==> src/rtl/rr_bus_arbiter.sv <==
// rr_bus_arbiter: round-robin bus arbiter and serial transaction sequencer (IDLE/ADDR/DATA/DONE).
// Define ARB_TIMEOUT_EN to end stalled DATA phases with a timeout error response.
module rr_bus_arbiter #(
    parameter int unsigned N_MASTERS    = 2,
    parameter int unsigned N_SLAVES     = 3,
    parameter int unsigned SLAVE_ADDR_W = 2,
    parameter int unsigned DATA_W       = 8,
    parameter int unsigned TIMEOUT      = 15
) (
    input  logic                 clk,
    input  logic                 reset_n,
    input  logic [N_MASTERS-1:0] m_breq,
    input  logic [N_MASTERS-1:0] m_addr,
    input  logic [N_MASTERS-1:0] m_write,
    input  logic [N_MASTERS-1:0] m_wdata,
    output logic [N_MASTERS-1:0] m_grant,
    output logic [N_MASTERS-1:0] m_rdata,
    output logic [N_MASTERS-1:0] m_ready,
    output logic [1:0]           m_resp,
    output logic [N_SLAVES-1:0]  s_select,
    output logic                 s_write,
    output logic                 s_wdata,
    input  logic [N_SLAVES-1:0]  s_rdata,
    input  logic [N_SLAVES-1:0]  s_ready
);

    localparam int unsigned CUR_W  = $clog2(N_MASTERS);
    localparam int unsigned BIT_W  = $clog2(DATA_W + 1);
    localparam int unsigned ACNT_W = $clog2(SLAVE_ADDR_W + 1);
    localparam logic [1:0]  RESP_OKAY = 2'b00;
    localparam logic [1:0]  RESP_DEC  = 2'b10;

    typedef enum logic [1:0] {IDLE, ADDR, DATA, DONE} state_t;

    state_t                  state;
    logic [CUR_W-1:0]        cur;
    logic [CUR_W-1:0]        last;
    logic [SLAVE_ADDR_W-1:0] slave_idx;
    logic [ACNT_W-1:0]       addr_cnt;
    logic [BIT_W-1:0]        bit_cnt;
    logic                    write_q;

`ifdef ARB_TIMEOUT_EN
    localparam int unsigned STALL_W  = $clog2(TIMEOUT + 1);
    localparam logic [1:0]  RESP_TMO = 2'b01;
    logic [STALL_W-1:0]      stall_cnt;
`else
    logic unused_timeout;
    assign unused_timeout = ^TIMEOUT;
`endif

    logic [N_MASTERS-1:0]    req_rot;
    int unsigned             rr_off;
    int unsigned             rr_sum;
    logic                    req_hit;
    logic [CUR_W-1:0]        win;
    logic [N_SLAVES-1:0]     sel_oh;
    logic [SLAVE_ADDR_W-1:0] idx_next;
    logic                    idx_ok;
    logic                    sl_ready;
    logic                    sl_rdata;
    logic                    cur_breq;
    logic                    in_data;

    // Round-robin pick: rotate requests so bit 0 is last+1, take the lowest set bit.
    always_comb begin
        req_rot = N_MASTERS'({m_breq, m_breq} >> (32'(last) + 32'd1));
        req_hit = 1'b0;
        rr_off  = '0;
        for (int i = 0; i < int'(N_MASTERS); i++) begin
            if (!req_hit && req_rot[i]) begin
                req_hit = 1'b1;
                rr_off  = 32'(i);
            end
        end
        rr_sum = 32'(last) + 32'd1 + rr_off;
        if (rr_sum >= N_MASTERS) begin
            rr_sum = rr_sum - N_MASTERS;
        end
        win = CUR_W'(rr_sum);
    end

    always_comb begin
        sel_oh = '0;
        for (int i = 0; i < int'(N_SLAVES); i++) begin
            if (slave_idx == SLAVE_ADDR_W'(i)) begin
                sel_oh[i] = 1'b1;
            end
        end
    end

    assign cur_breq = m_breq[cur];
    assign idx_next = SLAVE_ADDR_W'({slave_idx, m_addr[cur]});
    assign idx_ok   = (32'(idx_next) < N_SLAVES);
    assign sl_ready = |(s_ready & sel_oh);
    assign sl_rdata = |(s_rdata & sel_oh);
    assign in_data  = (state == DATA);

    // Data-phase routing is combinational from state and the registered indices.
    assign s_select = in_data ? sel_oh : '0;
    assign s_write  = in_data & write_q;
    assign s_wdata  = in_data & write_q & m_wdata[cur];
    assign m_rdata  = (in_data && !write_q && sl_rdata) ? m_grant : '0;

    always_ff @(posedge clk or negedge reset_n) begin
        if (!reset_n) begin
            state     <= IDLE;
            cur       <= '0;
            last      <= CUR_W'(N_MASTERS - 1);
            slave_idx <= '0;
            addr_cnt  <= '0;
            bit_cnt   <= '0;
            write_q   <= 1'b0;
            m_grant   <= '0;
            m_ready   <= '0;
            m_resp    <= RESP_OKAY;
`ifdef ARB_TIMEOUT_EN
            stall_cnt <= '0;
`endif
        end else begin
            m_ready <= '0;
            m_resp  <= RESP_OKAY;
            case (state)
                IDLE: begin
                    if (req_hit) begin
                        cur       <= win;
                        m_grant   <= N_MASTERS'(1) << win;
                        slave_idx <= '0;
                        addr_cnt  <= '0;
                        bit_cnt   <= '0;
`ifdef ARB_TIMEOUT_EN
                        stall_cnt <= '0;
`endif
                        state     <= ADDR;
                    end
                end
                ADDR: begin
                    if (!cur_breq) begin
                        state   <= IDLE;
                        m_grant <= '0;
                        last    <= cur;
                    end else begin
                        slave_idx <= idx_next;
                        addr_cnt  <= addr_cnt + ACNT_W'(1);
                        if (addr_cnt == '0) begin
                            write_q <= m_write[cur];
                        end
                        if (addr_cnt == ACNT_W'(SLAVE_ADDR_W - 1)) begin
                            if (idx_ok) begin
                                state <= DATA;
                            end else begin
                                state   <= DONE;
                                m_ready <= m_grant;
                                m_resp  <= RESP_DEC;
                            end
                        end
                    end
                end
                DATA: begin
                    if (!cur_breq) begin
                        state   <= IDLE;
                        m_grant <= '0;
                        last    <= cur;
                    end else if (sl_ready) begin
                        bit_cnt <= bit_cnt + BIT_W'(1);
`ifdef ARB_TIMEOUT_EN
                        stall_cnt <= '0;
`endif
                        if (bit_cnt == BIT_W'(DATA_W - 1)) begin
                            state   <= DONE;
                            m_ready <= m_grant;
                            m_resp  <= RESP_OKAY;
                        end
                    end
`ifdef ARB_TIMEOUT_EN
                    else if (stall_cnt == STALL_W'(TIMEOUT - 1)) begin
                        state   <= DONE;
                        m_ready <= m_grant;
                        m_resp  <= RESP_TMO;
                    end else begin
                        stall_cnt <= stall_cnt + STALL_W'(1);
                    end
`endif
                end
                DONE: begin
                    state   <= IDLE;
                    m_grant <= '0;
                    last    <= cur;
                end
            endcase
        end
    end

endmodule

==> config.mk <==
export PLATFORM = sky130hd
export DESIGN_NAME = rr_bus_arbiter
export DESIGN_NICKNAME = d
export VERILOG_FILES = /design/src/rtl/rr_bus_arbiter.sv
export SDC_FILE = /design/constraint.sdc
export NUM_CORES = 1
export LEC_CHECK = 0
export ABC_AREA = 0
export ABC_CLOCK_PERIOD_IN_PS = 3300
export CAP_MARGIN = 30
export CORE_MARGIN = 5
export CORE_UTILIZATION = 51
export CTS_CLUSTER_SIZE = 30
export DETAILED_ROUTE_END_ITERATION = 12
export GPL_TIMING_DRIVEN = 0
export PLACE_DENSITY_LB_ADDON = 0.12
export SLEW_MARGIN = 20
export SYNTH_ARGS = -nofsm -noshare
export SYNTH_HDL_FRONTEND = slang
export SYNTH_SLANG_ARGS = --single-unit
export TNS_END_PERCENT = 5
==> constraint.sdc <==
create_clock -name clk -period 3.3 [get_ports clk]
set_input_delay 0.99 -clock clk [delete_from_list [all_inputs] [get_ports clk]]
set_output_delay 0.99 -clock clk [all_outputs]
set_load 0.03 [all_outputs]
==> summary.txt <==
Pwr
  • Maximum vdd ir drop: 0.461 mV
  • Leakage: around 0.67 nW
  • Cell area power density: roughly 690 nW/um^2

STA
  • Slew Viols, Final: 0
  • Final Setup Violations: 0
  • Fmax: slightly above 0.3 GHz
  • Crit share post-route: 0.981
  • Final min period: 3.24 ns
  • Worst Tran Pin Value: just over 0.8 ns
  • Final hold vios: 0
  • Slew HR: 0.461
  • RSZ-0062 raised after global routing: no
  • Skew final: a little under 0.006 ns
  • Final WS setup: 0.0642 ns
  • Setup TNS: 0 ns

Logic synthesis
  • Number of synthesized flops with an enable pin: 0
  • Cells after Synth: between 100 and 150
  • Synth unique cells: 35
  • Syn_area_per_cell: 9.17 um^2
  • Post-synth top flop: dfrtp_1
  • Flip-flop and latch count after synthesis: 18
  • Syn Nets: between 100 and 150
  • Synthesized area: about 1100 um^2
  • Post-synthesis sequential area ratio: 0.407
  • Synth Warn #: 0
  • FFs w/ async S/R, synth: 1.00

Placement
  • HPWL after detailed placement: 1.87 mm
  • IO buf count: 27
  • Post-Place Setup Slack: -0.500 ns
  • Post-DP Area: 1410 um^2
  • Placer Congestion: 0.809
  • Cell Count Post-Placement: about 180

Clock tree
  • # Post-CTS Setup Buffers: 0
  • # clock sinks: 18
  • CTS tree: built
  • Root Buffer Master: clkbuf_4
  • H-tree depth: 1
  • Bufs on Longest Clock Path: 2
  • Hold_buf cts: 0
  • Worst-Skew Late Latency: about 0.3 ns
  • Cts bufs inserted: 3
  • Clk slew on worst S/H paths: 0.11 ns

Critical path
  • CP peak stage delay: between 0.4 and 0.5 ns
  • WP data arrival: approximately 2.3 ns
  • Startpoint Class: input port
  • Slowest cell on the critical path: clkdlybuf4s50_1
  • Max FO, Critical Path: 2
  • Critical Path End Type: primary output
  • Critical Path, Cell by Cell: clkdlybuf4s50_1 -> mux2i_1 -> nor2_1 -> a31oi_1 -> nor3b_2 -> and2_1 -> buf_2
  • CP delay by family, top: buffers and inverters
  • Worst setup path category: input port to primary output
  • Crit path from: s_rdata[0]
  • WP buf/inv: 2
  • Worst Path Required: around 2.3 ns
  • Worst r2r src: slave_idx[0]

Drt
  • Wire length per cell: between 10 and 15 um
  • 1st-pass router iterations: 4
  • Drt via density: ~5.4
  • DRC Markers: 0
  • DRT antenna net count: 0
  • Final WL: between 2 and 2.5 mm
  • Via count: 959
  • DRT iter0 DRCs: 9

Layout
  • Final instance area: approximately 1400 um^2
  • Fillers: 165
  • Non-filler cells, final: ~180
  • Share of layout cells above drive strength 1: 0.118
  • Antenna cells: 0
  • Fin util: 0.716
  • Area grow syn2layout: 30.4%
  • Nets: 176

Floorplan
  • Total Die Area: about 3200 um^2
  • Core Area: ~2000 um^2
  • Die width: between 50 and 60 um
  • Die Ht: around 57 um
  • Starting Density: 0.549
  • I/O Pins: 29
  • Rows: 16

Global route
  • First-pass GRT wire length: 4.15 mm
  • Number of global-route vias before repair: between 900 and 1000
  • All-Layer GR Usage: 0.164
  • Grt ovf: 0
  • Largest net degree at the start of global routing: 19
  • Initial antenna violation count: 0

Min path
  • Hold crit path type: flip-flop to flip-flop
  • Hold path startpoint: bit_cnt[3]

Status
  • Status: finished clean

Job
  • Maximum Capacitance Violations: 0
worst paths after layout:
path	cells past startpoint	to	slack, ns
worst max-delay path	7	m_rdata[1]	0.06
worst min-delay path	1	bit_cnt[3]	0.49
worst max register to register	5	state[1]	1.48
worst min register to register	1	bit_cnt[3]	0.49
max in group asynchronous	1	write_q	1.65
min in group asynchronous	1	bit_cnt[0]	1.14
cells by family (layout without fill, tap and decap cells):
| family | after synthesis | after routing | synth area share |
|---|---|---|---|
| AO/OA/AOI/OAI | 28 | 28 | 0.165 |
| adder cells (fa/ha/maj) | 7 | 7 | 0.0789 |
| buffers and inverters | 14 | 45 | 0.0654 |
| flip-flops | 18 | 18 | 0.407 |
| multiplexers | 5 | 5 | 0.0507 |
| other | 1 | 1 | 0.00338 |
| AND/OR/NAND/NOR | 48 | 48 | 0.230 |
timing repair:
item,4_1_cts,5_1_grt
pin swaps,0,0
resized for setup,13,1
endpoints found under the setup margin,4,1
hold endpoints to repair,0,0
power by group:
part	leakage [nW]	switching, W	internal (W)
combinational	0.411	0.000278	0.000230
sequential	0.234	0.0000547	0.000291
clock	0.0210	0.0000727	0.0000673
total	0.665	0.000406	0.000589
state kept, by name, summed over array words and instances, names as in the netlist:
register	flops
cur	1
last	1
m_resp	1
slave_idx	2
write_q	1
m_grant	2
m_ready	2
bit_cnt	4
addr_cnt	2
state	2
synth_stat cells (2+ instances only):
master	count	area, um^2
o22ai_1	2	12.5
a31oi_1	3	18.8
and2_2	2	15.0
and3_1	3	18.8
o21ai_1	2	10.0
nand3_1	5	25.0
nor2b_1	6	37.5
o31ai_1	2	15.0
nor3b_1	4	30.0
inv_1	8	30.0
o21ai_0	10	50.1
dfrtp_1	17	425
a22o_1	4	35.0
mux2i_1	3	30.0
nand4_1	2	12.5
and2_1	4	25.0
nand2_1	11	41.3
nor2_1	8	30.0
buf_6	2	22.5
clkbuf_1	2	7.51
ha_1	7	87.6
final cells by class:
type / count / area, um^2 / share of cell area
Buffer: 6 / 43.8 / 0.0303
Clock buffer: 4 / 36.3 / 0.0251
Inverter: 8 / 30.0 / 0.0207
Multi-Input combinational cell: 89 / 591 / 0.408
Sequential cell: 18 / 452 / 0.312
Tap cell: 27 / 33.8 / 0.0233
Timing Repair Buffer: 27 / 262 / 0.181
through the flow:
step	hold slack, ns	total power, W
finish	0.492	0.000994
global placement	0.477	0.000840
detailed placement	0.481	0.000854
floorplan	0.449	0.000716
global route	0.530	0.00108
CTS	0.496	0.000999
per-layer routing:
layer,global-route usage,routed length (um),up-vias,share of wire
met3,0.0344,92,6,0.038
li1,-,-,485,-
met2,0.252,1170,20,0.49
met5,0,0,-,0
met4,0.0915,48,0,0.020
met1,0.210,1100,448,0.46
cells in the final DEF, fill, tap and decap left out, types with 5 or more instances in the layout:
cell type         n
ha_1              7
nor2_1            8
inv_1             8
o21ai_0          10
nand3_1           5
nand2_1          11
clkdlybuf4s50_1  24
dfrtp_1          17
nor2b_1           6
(Power assumes the default switching activity.)
